<file path="config.mk">
export PLATFORM = sky130hd
export DESIGN_NAME = mc_ctrl_fsm
export DESIGN_NICKNAME = d
export VERILOG_FILES = /design/src/rtl/mc_ctrl_pkg.sv /design/src/rtl/mc_funct_dec.sv /design/src/rtl/mc_ctrl_fsm.sv
export SDC_FILE = /design/constraint.sdc
export NUM_CORES = 1
export LEC_CHECK = 0
export ABC_CLOCK_PERIOD_IN_PS = 2260
export CAP_MARGIN = 20
export CORE_MARGIN = 1.5
export CORE_UTILIZATION = 42
export DETAILED_ROUTE_END_ITERATION = 10
export PLACE_DENSITY = 0.85
export SYNTH_ARGS = -nofsm -noshare
export SYNTH_HDL_FRONTEND = slang
export SYNTH_SLANG_ARGS = --single-unit
</file>
<file path="constraint.sdc">
create_clock -name clk -period 2.26 [get_ports clk]
set_input_delay 0.452 -clock clk [delete_from_list [all_inputs] [get_ports clk]]
set_output_delay 0.452 -clock clk [all_outputs]
set_load 0.01 [all_outputs]
</file>
<file path="src/rtl/mc_ctrl_pkg.sv">
// rtl/mc_ctrl_pkg.sv - shared encodings for the multicycle MIPS main control FSM
package mc_ctrl_pkg;

    localparam int STATE_W = 4;

    typedef enum logic [STATE_W-1:0] {
        S_IDLE   = 4'd0,
        S_FETCH  = 4'd1,
        S_DECODE = 4'd2,
        S_MEMADR = 4'd3,
        S_MEMACC = 4'd4,
        S_LWWB   = 4'd5,
        S_REXEC  = 4'd6,
        S_RWB    = 4'd7,
        S_IEXEC  = 4'd8,
        S_IWB    = 4'd9,
        S_BCMP   = 4'd10,
        S_BTGT   = 4'd11,
        S_BTAKE  = 4'd12,
        S_JUMP   = 4'd13
    } state_t;

    localparam logic [5:0] OP_RTYPE = 6'h00;
    localparam logic [5:0] OP_J     = 6'h02;
    localparam logic [5:0] OP_BEQ   = 6'h04;
    localparam logic [5:0] OP_ADDI  = 6'h08;
    localparam logic [5:0] OP_ANDI  = 6'h0C;
    localparam logic [5:0] OP_ORI   = 6'h0D;
    localparam logic [5:0] OP_LW    = 6'h23;
    localparam logic [5:0] OP_SW    = 6'h2B;

    localparam logic [5:0] FN_ADD = 6'h20;
    localparam logic [5:0] FN_SUB = 6'h22;
    localparam logic [5:0] FN_AND = 6'h24;
    localparam logic [5:0] FN_OR  = 6'h25;
    localparam logic [5:0] FN_SLT = 6'h2A;

    localparam logic [2:0] ALU_AND = 3'b000;
    localparam logic [2:0] ALU_OR  = 3'b001;
    localparam logic [2:0] ALU_ADD = 3'b010;
    localparam logic [2:0] ALU_SUB = 3'b110;
    localparam logic [2:0] ALU_SLT = 3'b111;

    localparam logic [1:0] SRCB_B      = 2'b00;
    localparam logic [1:0] SRCB_FOUR   = 2'b01;
    localparam logic [1:0] SRCB_IMM    = 2'b10;
    localparam logic [1:0] SRCB_IMM_SH = 2'b11;

    localparam logic [1:0] PCSRC_ALU  = 2'b00;
    localparam logic [1:0] PCSRC_JUMP = 2'b01;

endpackage

</file>
<file path="src/rtl/mc_funct_dec.sv">
// rtl/mc_funct_dec.sv - R-type funct field to ALU control code and legality flag
module mc_funct_dec
    import mc_ctrl_pkg::*;
(
    input  logic [5:0] i_funct,
    output logic [2:0] o_alu_ctrl,
    output logic       o_illegal
);

    always_comb begin
        o_alu_ctrl = ALU_ADD;
        o_illegal  = 1'b0;
        case (i_funct)
            FN_ADD:  o_alu_ctrl = ALU_ADD;
            FN_SUB:  o_alu_ctrl = ALU_SUB;
            FN_AND:  o_alu_ctrl = ALU_AND;
            FN_OR:   o_alu_ctrl = ALU_OR;
            FN_SLT:  o_alu_ctrl = ALU_SLT;
            default: o_illegal  = 1'b1;
        endcase
    end

endmodule

</file>
<file path="src/rtl/mc_ctrl_fsm.sv">
// rtl/mc_ctrl_fsm.sv - multicycle MIPS main control FSM (Moore, ALU executor initiator)
// Optional andi/ori immediate-logic support under MC_IMM_LOGIC_EN.
module mc_ctrl_fsm
    import mc_ctrl_pkg::*;
#(
    parameter int STATE_W = mc_ctrl_pkg::STATE_W
) (
    input  logic               clk,
    input  logic               rst_n,
    input  logic [5:0]         iOpcode,
    input  logic [5:0]         iFunct,
    input  logic               iZero,
    output logic [2:0]         oALUctrl,
    output logic               oALUSrcA,
    output logic [1:0]         oALUSrcB,
    output logic               oPCWrite,
    output logic [1:0]         oPCSource,
    output logic               oIorD,
    output logic               oMemRead,
    output logic               oMemWrite,
    output logic               oIRWrite,
    output logic               oRegWrite,
    output logic               oRegDst,
    output logic               oMemtoReg,
    output logic               oIllegal,
`ifdef MC_IMM_LOGIC_EN
    output logic               oZeroExt,
`endif
    output logic [STATE_W-1:0] oState
);

    state_t     r_state;
    state_t     w_next;
    logic       r_illegal;
    logic       w_illegal_evt;
    logic [2:0] w_funct_ctrl;
    logic       w_funct_bad;

    mc_funct_dec u_funct_dec (
        .i_funct    (iFunct),
        .o_alu_ctrl (w_funct_ctrl),
        .o_illegal  (w_funct_bad)
    );

    always_ff @(posedge clk or negedge rst_n) begin
        if (!rst_n) begin
            r_state   <= S_IDLE;
            r_illegal <= 1'b0;
        end else begin
            r_state   <= w_next;
            r_illegal <= w_illegal_evt;
        end
    end

    always_comb begin
        w_next        = S_IDLE;
        w_illegal_evt = 1'b0;
        case (r_state)
            S_IDLE:   w_next = S_FETCH;
            S_FETCH:  w_next = S_DECODE;
            S_DECODE: begin
                case (iOpcode)
                    OP_RTYPE: begin
                        if (w_funct_bad) begin
                            w_next        = S_FETCH;
                            w_illegal_evt = 1'b1;
                        end else begin
                            w_next = S_REXEC;
                        end
                    end
                    OP_LW, OP_SW: w_next = S_MEMADR;
                    OP_ADDI:      w_next = S_IEXEC;
`ifdef MC_IMM_LOGIC_EN
                    OP_ANDI, OP_ORI: w_next = S_IEXEC;
`endif
                    OP_BEQ:       w_next = S_BCMP;
                    OP_J:         w_next = S_JUMP;
                    default: begin
                        w_next        = S_FETCH;
                        w_illegal_evt = 1'b1;
                    end
                endcase
            end
            S_MEMADR: w_next = S_MEMACC;
            S_MEMACC: w_next = (iOpcode == OP_LW) ? S_LWWB : S_FETCH;
            S_LWWB:   w_next = S_FETCH;
            S_REXEC:  w_next = S_RWB;
            S_RWB:    w_next = S_FETCH;
            S_IEXEC:  w_next = S_IWB;
            S_IWB:    w_next = S_FETCH;
            S_BCMP:   w_next = S_BTGT;
            // iZero is registered by the ALU, so here it reflects the BCMP subtract.
            S_BTGT:   w_next = iZero ? S_BTAKE : S_FETCH;
            S_BTAKE:  w_next = S_FETCH;
            S_JUMP:   w_next = S_FETCH;
            default: begin
                w_next        = S_IDLE;
                w_illegal_evt = 1'b1;
            end
        endcase
    end

    always_comb begin
        oALUctrl  = ALU_ADD;
        oALUSrcA  = 1'b0;
        oALUSrcB  = SRCB_B;
        oPCWrite  = 1'b0;
        oPCSource = PCSRC_ALU;
        oIorD     = 1'b0;
        oMemRead  = 1'b0;
        oMemWrite = 1'b0;
        oIRWrite  = 1'b0;
        oRegWrite = 1'b0;
        oRegDst   = 1'b0;
        oMemtoReg = 1'b0;
`ifdef MC_IMM_LOGIC_EN
        oZeroExt  = 1'b0;
`endif
        case (r_state)
            S_IDLE:   oALUctrl = 3'b000;
            S_FETCH: begin
                oMemRead = 1'b1;
                oIRWrite = 1'b1;
                oALUSrcB = SRCB_FOUR;
            end
            S_DECODE: oPCWrite = 1'b1;
            S_MEMADR: begin
                oALUSrcA = 1'b1;
                oALUSrcB = SRCB_IMM;
            end
            S_MEMACC: begin
                oIorD     = 1'b1;
                oMemRead  = (iOpcode == OP_LW);
                oMemWrite = (iOpcode == OP_SW);
            end
            S_LWWB: begin
                oRegWrite = 1'b1;
                oMemtoReg = 1'b1;
            end
            S_REXEC: begin
                oALUSrcA = 1'b1;
                oALUctrl = w_funct_ctrl;
            end
            S_RWB: begin
                oRegWrite = 1'b1;
                oRegDst   = 1'b1;
            end
            S_IEXEC: begin
                oALUSrcA = 1'b1;
                oALUSrcB = SRCB_IMM;
`ifdef MC_IMM_LOGIC_EN
                if (iOpcode == OP_ANDI) begin
                    oALUctrl = ALU_AND;
                    oZeroExt = 1'b1;
                end else if (iOpcode == OP_ORI) begin
                    oALUctrl = ALU_OR;
                    oZeroExt = 1'b1;
                end
`endif
            end
            S_IWB:    oRegWrite = 1'b1;
            S_BCMP: begin
                oALUSrcA = 1'b1;
                oALUctrl = ALU_SUB;
            end
            S_BTGT:   oALUSrcB = SRCB_IMM_SH;
            S_BTAKE:  oPCWrite = 1'b1;
            S_JUMP: begin
                oPCWrite  = 1'b1;
                oPCSource = PCSRC_JUMP;
            end
            default:  oALUctrl = 3'b000;
        endcase
    end

    assign oIllegal = r_illegal;
    assign oState   = r_state;

endmodule

</file>
# Word level (Yosys, flattened, before mapping)
# Cells that the tools add are included.
# op_classes
n_eq_ne	23
n_mux	21
n_reduce_logical	12
# op_table
cell	n
6-bit equality test (second input constant)	7
4-bit one-hot mux with 9 select lines	1
4-bit equality test (second input constant)	6
4-bit one-hot mux with 5 select lines	1
4-bit by 3-bit equality test with 1-bit output (second input constant)	4
13-bit OR reduction	1
3-bit one-hot mux with 4 select lines	1
11-bit OR reduction	1
1-bit two-way mux	10
5-bit OR reduction	2
3-bit one-hot mux with 3 select lines	1
4-bit by 2-bit equality test with 1-bit output (second input constant)	2
6-bit by 2-bit equality test with 1-bit output (second input constant)	1
6-bit by 3-bit equality test with 1-bit output (second input constant)	1
6-bit by 4-bit equality test with 1-bit output (second input constant)	1
6-bit zero test	1
3-bit two-way mux	2
1-bit one-hot mux with 2 select lines	3
2-bit one-hot mux with 3 select lines	1
3-bit OR reduction	2
6-bit OR reduction	1
4-bit by 1-bit equality test with 1-bit output (second input constant)	1
4-bit zero test	1
4-bit two-way mux	1
other kinds (2)	3
# word_totals
register_bits	5
elab_cells	58

# Longest topological paths before layout
# Gate-level depths: netlist of the first run.
# depth
ltp_word	5
ltp_mapped	5

# Modules after synthesis
# Synthesis of the first run repeated with hierarchy kept, for this count alone.
# hier_totals
cells_unflattened	91
area_unflattened_um2	678.2
# modules_own_cells
mod	instances	cells_each	area_each_um2
mc_ctrl_fsm	1	81	594.3
mc_funct_dec	1	10	83.8

# Least setup slack after synthesis of the first run
# Ideal clock, no wire load.
# synth_path
path_kind	register -> output
from	register r_state[3] (netlist: oState[3])
to	output port oMemRead
t_arrival_ns	1.484
setup_slack_ns	0.324
stages_incl_launch_ff	6
n_path_buf	1
path_cell_list	dfrtp_1 -> clkbuf_1 -> nand2b_1 -> nor3_1 -> nand2_1 -> o21bai_1
# synth_via
elab_chain_len	2
word_cells_on_any_way	3
cone_classes	2 x eq/ne; 1 x mux
# synth_rtl
item	line	text
start, declared	mc_ctrl_fsm.sv:32	state_t r_state;
start signal, assigned	mc_ctrl_fsm.sv:50	r_state <= w_next;
4-bit by 3-bit equality test with 1-bit output or 4-bit by 1-bit equality test with 1-bit output (tied branches)	mc_ctrl_fsm.sv:119	case (r_state)
1-bit one-hot mux with 2 select lines (*)	mc_ctrl_fsm.sv:119	
end, declared	mc_ctrl_fsm.sv:19	output logic oMemRead,
# Every way passes the cells marked *; elsewhere a longest branch is shown, timed or not.

# Worst setup path in the final report of the first run
# layout_path
from	input port iFunct[4]
to	output port oALUctrl[1]
# layout_via
elab_chain_len	3
word_cells_on_any_way	6
cone_classes	4 x eq/ne; 2 x mux
# layout_rtl
item	line	text
start, declared	mc_ctrl_fsm.sv:11	input logic [5:0] iFunct,
6-bit equality test	mc_funct_dec.sv:13	case (i_funct)
3-bit one-hot mux with 4 select lines (*)	mc_funct_dec.sv:13	
3-bit one-hot mux with 3 select lines (*)	mc_ctrl_fsm.sv:119	
end, declared	mc_ctrl_fsm.sv:13	output logic [2:0] oALUctrl,
# Marked as above.

==> results of run 1 <==
==> logic make-up (layout without fill, tap and decap cells) <==
kind of cell | count (synthesis) | after routing | synth area share [%]
simple gates | 53 | 53 | 41.1
compound gates | 27 | 27 | 28.2
mux | 2 | 2 | 3.09
buf+inv | 9 | 62 | 6.18
flops | 5 | 5 | 18.2
fa+ha+maj | 1 | 1 | 1.45
other cells | 1 | 1 | 0.545
xor+xnor | 1 | 1 | 1.27
==> power groups by stage <==
stage / Clock [W] / Sequential (W) / Combinational (W)
3_3_place_gp: 0 / 0.000176 / 0.000796
2_1_floorplan: 0 / 0.000174 / 0.000372
6_report: 0.000109 / 0.000180 / 0.000842
4_1_cts: 0.000110 / 0.000182 / 0.000811
3_5_place_dp: 0 / 0.000178 / 0.000815
5_1_grt: 0.000118 / 0.000187 / 0.000910
==> per-stage QoR <==
stage | power, W | instances | hold slack, ns | setup slack, ns
after detailed placement | 0.000993 | 162 | 0.501 | -0.240
after global routing | 0.00121 | 168 | 0.438 | -0.0190
after CTS | 0.00110 | 166 | 0.427 | 0.000868
after global placement | 0.000972 | 162 | 0.501 | -0.186
final | 0.00113 | 168 | 0.426 | 0.0626
after floorplan | 0.000545 | 99 | 0.156 | 0.324
==> final cells by class <==
class | instances | area (um2) | share of cell area, %
Sequential cell | 5 | 129 | 10.4
Inverter | 1 | 3.75 | 0.304
Tap cell | 16 | 20.0 | 1.62
Timing Repair Buffer | 57 | 519 | 42.0
Multi-Input combinational cell | 85 | 538 | 43.5
Clock buffer | 4 | 26.3 | 2.13
==> metal layers <==
layer  track usage [%]  vias up  share of wire (%)
li1                  -      474                  -
met1              33.6      457                 41
met2              48.7       41                 53
met3              2.50        4                5.0
met4              10.3        0                1.3
met5                 0        -                  0
==> sequential cells by signal (all words and copies together) (netlist names) <==
| signal | flops |
|---|---|
| oIllegal | 1 |
| oState | 4 |
==> critical path, delay by kind of cell <==
kind,cells,cell delay (ns)
and+or+nand+nor,2,0.31
AOI/OAI and AO/OA,2,0.25
buffers and inverters,2,0.73
==> Yosys cell counts <==
library cell / n / area share (%)
nand4b_1: 1 / 1.3
buf_2: 4 / 2.9
dfrtp_1: 5 / 18
o22ai_1: 1 / 0.91
maj3_1: 1 / 1.5
or2_2: 3 / 2.7
a21oi_1: 6 / 4.4
o2111ai_1: 2 / 2.5
and4_1: 1 / 1.3
buf_4: 1 / 1.1
inv_1: 1 / 0.54
a32oi_1: 1 / 1.3
and3_1: 2 / 1.8
o21bai_1: 2 / 2.2
a31oi_1: 2 / 1.8
o221ai_1: 1 / 1.3
nor3b_1: 1 / 1.1
a311o_1: 1 / 1.5
xor2_1: 1 / 1.3
nor2_1: 12 / 6.5
o21ba_2: 1 / 1.5
mux2_2: 1 / 1.6
o221ai_2: 1 / 2.2
mux2i_1: 1 / 1.5
or4b_1: 1 / 1.5
and2b_2: 1 / 1.3
a31o_2: 1 / 1.3
nand2b_1: 5 / 4.5
nand2_1: 11 / 6.0
nand3_1: 2 / 1.5
nor3_1: 5 / 3.6
o21a_1: 1 / 1.1
o21ai_0: 4 / 2.9
nor2b_1: 3 / 2.7
a211oi_1: 1 / 1.1
clkbuf_1: 3 / 1.6
nor4b_1: 1 / 1.3
o211ai_1: 1 / 1.1
conb_1: 1 / 0.54
nand3b_1: 2 / 2.2
nand4_1: 2 / 1.8
a41oi_1: 1 / 1.3
==> worst paths after layout <==
kind                       slack (ns)  cells after the start                  end
max in group asynchronous        1.61                      1  oState[1]$_DFF_PN0_
min                              0.43                      1   oIllegal$_DFF_PN0_
max reg2reg                      0.85                      5  oState[2]$_DFF_PN0_
min in group clk                 0.49                      1  oState[3]$_DFF_PN0_
min reg2reg                      0.49                      1  oState[3]$_DFF_PN0_
max                              0.06                      6          oALUctrl[1]
==> repair_timing <==
| action | 4_1_cts | 5_1_grt |
|---|---|---|
| gates cloned | 0 | 0 |
| endpoints found under the setup margin | 8 | 6 |
| hold buffers | 0 | 0 |
| gates resized for setup | 10 | 10 |
| buffers inserted | 0 | 2 |
| hold endpoints to repair | 0 | 0 |
==> flow_metrics.tcl, run 1 <==
set metrics [dict create \
    die_h_um 43.5 \
    port-buffer-count 34 \
    overflow 0 \
    p_leak_nw 0.537 \
    num-nets-final 168 \
    gp_congestion 0.888 \
    area_growth_pct 79.6 \
    syn_inst 99 \
    diodes 0 \
    dpl-instance-area_um2 1170 \
    drc_errors 0 \
    rows 14 \
    final_hold_viol_count 0 \
    p_int_w 0.000654 \
    final.setup.tns_ns 0 \
    die_w_um 43.5 \
    path_clk_slew_ns 0.05 \
    dr_total_vias 976 \
    grt.total_usage_pct 27.2 \
    ir_worst_vdd_mv 0.942 \
    clock_power_share_pct 9.6 \
    switching_power_w 0.000476 \
    drive_above_1_share_pct 27.6 \
    clockBufferDepth 2 \
    crit_path_end_kind "output port" \
    cts-root-buf "clkbuf_4" \
    critPathRequiredTime_ns 1.81 \
    htreeDepth 1 \
    finalCritPeriodShare_pct 97.2 \
    dp_hpwl_um 1890 \
    initial_core_util_pct 45.2 \
    antenna_found_initial 0 \
    reg2reg_from "oState[3]$_DFF_PN0_" \
    wl_per_cell_um 14.2 \
    synth_seq_cells 5 \
    status "finished, final reports clean" \
    min_period_ns 2.20 \
    core_um2 1520 \
    grt_pass1_wl_um 3990 \
    cts_buffers 3 \
    avgSynthCellArea_um2 6.95 \
    crit_chain "clkdlybuf4s50_1 > and2b_2 > nand3_1 > o21bai_1 > a32oi_1 > dlygate4sd2_1" \
    dieArea_um2 1890 \
    fmax_ghz 0.455 \
    cap_violations 0 \
    slowest_delay_ns 0.45 \
    drv_slew 0 \
    p_per_area_nw_per_um2 914 \
    clk-insertion-delay-late_ns 0.25 \
    ys_warn_count 0 \
    grt_max_degree 18 \
    ys_seq_area_share_pct 18.2 \
    ys_types 42 \
    vias_per_cell 5.81 \
    cts.sinks 5 \
    worstPathArrival_ns 1.75 \
    ant_nets 0 \
    hp-class "in -> async" \
    drt_iter0_drc 23 \
    cp_slowest_cell "clkdlybuf4s50_1" \
    worst_setup_path_start_kind "input pin" \
    grt_pass1_vias 963 \
    fin_area_um2 1240 \
    crit_start "iFunct[4]" \
    fillers 100 \
    routed_wl_um 2380 \
    swShare_pct 42.1 \
    mostFrequentLayoutCells "clkdlybuf4s50_1 (26), buf_4 (21), nand2_1 (11), nor2_1 (11), a21oi_1 (6)" \
    final_common_cell "clkdlybuf4s50_1" \
    io_pins 36 \
    finClkSkew_ns 0.0106 \
    p_comb_share_pct 74.5 \
    worstPathMaxFanout 2 \
    postLayoutCoreUtil_pct 81.1 \
    synth_fp_nets 114 \
    worstSetupPathType "in -> out" \
    setup_viol 0 \
    cts_tree "done" \
    seqPwrFrac_pct 15.9 \
    netlist_area_um2 688 \
    drtPass1Iterations 4 \
]
Power figures use the tool's default switching activity.
==> inputs of run 2 (changes only) <==
GPL_TIMING_DRIVEN = 0   (was default)
==> flow_metrics.tcl, run 2 (same netlist as run 1, synthesis figures left out) <==
set metrics [dict create \
    switching_power_w 0.000492 \
    r2r-end "oState[1]$_DFF_PN0_" \
    num-nets-final 154 \
    clk-insertion-delay-late_ns 0.24 \
    gp_congestion 0.843 \
    swShare_pct 45.9 \
    initial_core_util_pct 45.2 \
    dp_hpwl_um 1710 \
    status "finished, final reports clean" \
    area_growth_pct 64.4 \
    cts-root-buf "clkbuf_4" \
    crit_path_end "oPCWrite" \
    final_hold_viol_count 0 \
    path_clk_slew_ns 0.05 \
    critPathRequiredTime_ns 1.81 \
    whs_ns 0.427 \
    clock_power_share_pct 10.1 \
    final_common_cell "clkdlybuf4s50_1" \
    ir_worst_vdd_mv 0.739 \
    crit_path_end_kind "output port" \
    worstPathMaxFanout 4 \
    mostFrequentLayoutCells "clkdlybuf4s50_1 (22), nand2_1 (11), nor2_1 (10)" \
    vias_per_cell 5.81 \
    drc_errors 0 \
    drive_above_1_share_pct 23.9 \
    rows 14 \
    cap_violations 0 \
    r2r_slack_ns 0.91 \
    cts_buffers 3 \
    cts.sinks 5 \
    fmax_ghz 0.451 \
    p_leak_nw 0.464 \
    drt_iter0_drc 19 \
    postLayoutCoreUtil_pct 74.2 \
    overflow 0 \
    dr_total_vias 895 \
    final.setup.tns_ns 0 \
    setup_viol 0 \
    wl_per_cell_um 14.9 \
    cts_tree "done" \
    drtPass1Iterations 6 \
    ant_nets 0 \
    worst_setup_path_start_kind "flip-flop" \
    p_per_area_nw_per_um2 948 \
    clockBufferDepth 2 \
    hp-class "in -> async" \
    dieArea_um2 1890 \
    grt.total_usage_pct 25.6 \
    drv_slew 0 \
    diodes 0 \
    antenna_found_initial 0 \
    finalCritPeriodShare_pct 98.2 \
    fillers 125 \
    grt_pass1_wl_um 3720 \
    largest_reg_flops 4 \
    multi_input_area_um2 561 \
    core_um2 1520 \
    min_period_ns 2.22 \
    io_pins 36 \
    rsz0062_at_grt "yes" \
    p_comb_share_pct 74.0 \
    finClkSkew_ns 0.00280 \
    seqPwrFrac_pct 15.9 \
    seqCellArea_um2 128 \
    crit_start "oState[0]$_DFF_PN0_" \
    grt_max_degree 11 \
    worstSetupPathType "reg -> out" \
    worstPathArrival_ns 1.77 \
    p_int_w 0.000581 \
    grt_pass1_vias 841 \
    cts_hold_buf 0 \
    htreeDepth 1 \
    finalPower_w 0.00107 \
    port-buffer-count 33 \
    die_w_um 43.5 \
    r2r_cells 4 \
    reg2reg_from "oState[0]$_DFF_PN0_" \
    die_h_um 43.5 \
    routed_wl_um 2290 \
]
==> run 2: worst min path at each step <==
stage,depth (start not counted),end,startpoint
2_1_floorplan,0,oIllegal$_DFF_PN0_,rst_n
3_3_place_gp,1,oState[2]$_DFF_PN0_,rst_n
3_5_place_dp,1,oState[2]$_DFF_PN0_,rst_n
4_1_cts,1,oIllegal$_DFF_PN0_,rst_n
5_1_grt,1,oIllegal$_DFF_PN0_,rst_n
6_report,1,oState[0]$_DFF_PN0_,rst_n
==> run 2: layout make-up <==
type	instances	area share, %
multi-input cells	85	49.6
repair buffers	36	30.0
flip-flops and latches	5	11.3
plain buffers	7	4.76
clock buffers	4	2.32
well taps	16	1.77
inverters	1	0.332
==> run 2: power groups by stage <==
stage	combinational (W)	sequential, W	clock (W)
floorplan	0.000372	0.000174	0
global placement	0.000713	0.000164	0
detailed placement	0.000732	0.000165	0
CTS	0.000769	0.000171	0.000104
global route	0.000861	0.000173	0.000111
finish	0.000794	0.000171	0.000108
==> run 2: critical path, cell delays in order, from the launching register on <==
cell and delay [ns]:
dfrtp_1 0.41, nand2b_1 0.19, nor3_2 0.24, a31o_2 0.16
clkdlybuf4s50_1 0.52
==> run 2: repair_timing <==
item	in CTS	in global routing
setup endpoints to repair	13	7
setup buffers	2	1
gates resized for setup	25	11
==> run 2: metal layers <==
layer / share of wire (%) / track usage (%)
met5: 0 / 0
met4: 0.83 / 4.85
met3: 4.5 / 2.50
met2: 53 / 48.1
met1: 42 / 31.6
==> run 2: per-stage QoR <==
stage               cells  setup WS [ns]  cell area, um2
floorplan              99          0.324             688
global placement      148         -0.404            1040
detailed placement    148         -0.387            1040
CTS                   153       -0.00576            1110
global route          154       -0.00475            1130
finish                154         0.0407            1130
==> inputs of run 3 (changes only) <==
CTS_CLUSTER_DIAMETER = 100   (was default)
==> results of run 3 <==
Final layout, timing and power as in run 2 (identical DEF).
==> RTL change, RTL diff (config.mk and constraints of run 3) <==
Register the output `oMemWrite`, without a reset; this adds one clock of latency there. The other outputs are not delayed to match.
--- a/src/rtl/mc_ctrl_fsm.sv
+++ b/src/rtl/mc_ctrl_fsm.sv
@@ -29,4 +29,6 @@
     output logic [STATE_W-1:0] oState
 );
+
+    logic oMemWrite_d;
 
     state_t     r_state;
@@ -109,5 +111,5 @@
         oIorD     = 1'b0;
         oMemRead  = 1'b0;
-        oMemWrite = 1'b0;
+        oMemWrite_d = 1'b0;
         oIRWrite  = 1'b0;
         oRegWrite = 1'b0;
@@ -132,5 +134,5 @@
                 oIorD     = 1'b1;
                 oMemRead  = (iOpcode == OP_LW);
-                oMemWrite = (iOpcode == OP_SW);
+                oMemWrite_d = (iOpcode == OP_SW);
             end
             S_LWWB: begin
@@ -177,4 +179,8 @@
     assign oState   = r_state;
 
+    always_ff @(posedge clk) begin
+        oMemWrite <= oMemWrite_d;
+    end
+
 endmodule
 
Formal check against the unedited RTL: not equivalent (Yosys sat finds a counterexample within 10 cycles, from zero or initial values and one cycle with rst_n low).
==> RTL change against run 3 <==
Via count grew 7.3%. Largest power group unchanged. Die area grew 3.2%. Area after synthesis grew 3.5%. Sequential cell count grew 1. Total power grew 4.4%. Design area grew 5.1%. Routed wire length grew 1.7%. Worst setup slack gained 0.022 ns.
==> RTL change: results (changes against run 3) <==
- The worst IR drop on VDD is 523 uV (-29%).
- The layout inverter count without the clock tree is 2 (+1).
- The post-synthesis cell type count is 46 (+9.5%).
- The switching power as a share of total power came to 45.6% (-0.25 points).
- The XOR/XNOR share of the synthesized area is 1.23% (-0.042 points).
- The worst setup slack for register-to-register paths is 0.83 ns (-0.08 ns).
- The delay of the slowest cell on the worst path came to 0.60 ns (+0.08 ns).
- The endpoint identified for the worst register-to-register timing path is oState[3].
- The critical path starts at oState[3].
- The number of global-route vias before repair was 821 (-2.4%).
- The share of final-layout standard cells stronger than drive strength 1 is 24.8% (+0.91 points).
- After synthesis, the most frequently instantiated cells are sky130_fd_sc_hd__nand2_1, sky130_fd_sc_hd__nor2_1, sky130_fd_sc_hd__nand2b_1, sky130_fd_sc_hd__o21ai_0.
- The count of cells along the worst register-to-register path is 3 (-1).
- The synthesized net count is 115 (+0.88%).
- The data arrival at the endpoint of the critical path is 1.75 ns (-0.02 ns).
- The violation count after the first detailed-route iteration is 21 (+2).
- The sequential cell count of the final layout came to 6 (+1).
- The average wire per standard cell is 14.8 um (-0.20%).
- The cell with the largest stage delay on the worst path is sky130_fd_sc_hd__clkdlybuf4s50_1.
- The flow ran to the end, and the final reports show no timing, DRC or antenna violations.
- The non-clock buffer total of the final layout is 45 (+4.7%).
- The global-route wire length before repair is 3520 um (-5.4%).
- The number of iterations in the first detailed-routing pass was 4 (-2).
- The post-synthesis mux area share is 2.99% (-0.10 points).
- The multi-input combinational gate total came to 84 (-1.2%).
- The routability congestion estimate was 0.852 (+1.1%).
- The number of cells in the finished layout apart from fillers came to 157 (+1.9%).
- The number of port buffers is 32 (-3.0%).
- The highest net fanout along the worst path came to 8 (+4).
- The via count was 960 (+7.3%).
- By area the synthesized netlist is led by sky130_fd_sc_hd__dfrtp_1, sky130_fd_sc_hd__nand2_1, sky130_fd_sc_hd__nand2b_1.
- The count of fill cells added during filler insertion is 119 (-4.8%).
- The fraction of registers with async set or reset after synthesis was 83.3% (-17 points).
- The multi-input logic area came to 574 um2 (+2.5%).
- The compound-gate portion of the synthesized area is 26.2% (-2.0 points).
- The all-layer global routing usage is 23.8% (-1.8 points).
- The clock distribution area overhead in the final layout was 2.21% (-0.11 points).
- The adder-cell share of the synthesized area is 1.41% (-0.049 points).
- The sequential cell area fraction in the yosys report is 20.4% (+2.2 points).
- The footprint of the flip-flops and latches is 149 um2 (+17%).
- The class of the tightest hold or removal check is input pin to asynchronous set/reset pin.
- The mean cell area of the mapped netlist is 7.12 um2 (+2.4%).
- The largest clock skew in the final design is 0.00689 ns (+0.00409 ns).
- The half-perimeter wire length after placement came to 1600 um (-6.4%).
- The fraction of area in non-clock buffers is 34.6% (-0.10 points).
- The reported leakage power was 0.000525 uW (+13%).
[RTL change: metal layers]
metal  track usage [%]  share of wire (%)  up-vias
li1                  -                  -      451
met1              28.3                 40      443
met2              44.4                 49       54
met3              1.22                7.5       12
met4              9.09                2.8        0
met5                 0                  0        -
[RTL change: stage by stage]
step | setup slack [ns] | hold slack, ns | total power (uW) | instance area, um2 | setup TNS, ns
after floorplan | 0.429 | 0.156 | 560 | 712 | 0
after global placement | -0.396 | 0.681 | 885 | 1050 | -0.898
after detailed placement | -0.410 | 0.680 | 907 | 1050 | -0.949
after CTS | -0.0458 | 0.414 | 1050 | 1120 | -0.0458
after global routing | -0.00322 | 0.430 | 1190 | 1190 | -0.00322
final | 0.0629 | 0.417 | 1120 | 1190 | 0
[RTL change: timing repair]
item                                    CTS  global route
pin swaps                                 1             0
setup buffers                             2             3
gates resized for setup                  19            18
endpoints found under the setup margin   11             7
[RTL change: worst max-delay path by stage]
| stage | end | slack [ns] | cells after the start |
|---|---|---|---|
| after floorplan | oMemRead | 0.43 | 4 |
| after global placement | oMemRead | -0.40 | 6 |
| after detailed placement | oMemRead | -0.41 | 6 |
| after CTS | oMemRead | -0.05 | 6 |
| after global routing | oMemRead | -0.003 | 5 |
| final | oIRWrite | 0.06 | 3 |
[RTL change: power groups by stage]
| stage | Clock [uW] | Combinational, uW | Sequential, uW |
|---|---|---|---|
| 2_1_floorplan | 0 | 367 | 193 |
| 3_3_place_gp | 0 | 699 | 186 |
| 3_5_place_dp | 0 | 718 | 188 |
| 4_1_cts | 111 | 746 | 193 |
| 5_1_grt | 116 | 863 | 209 |
| 6_report | 108 | 809 | 203 |
[RTL change: worst max-delay path: cells and delay by family (launching register included)]
kind | cells | cell delay [ns]
simple gates | 1 | 0.26
buf+inv | 2 | 0.77
flops | 1 | 0.47
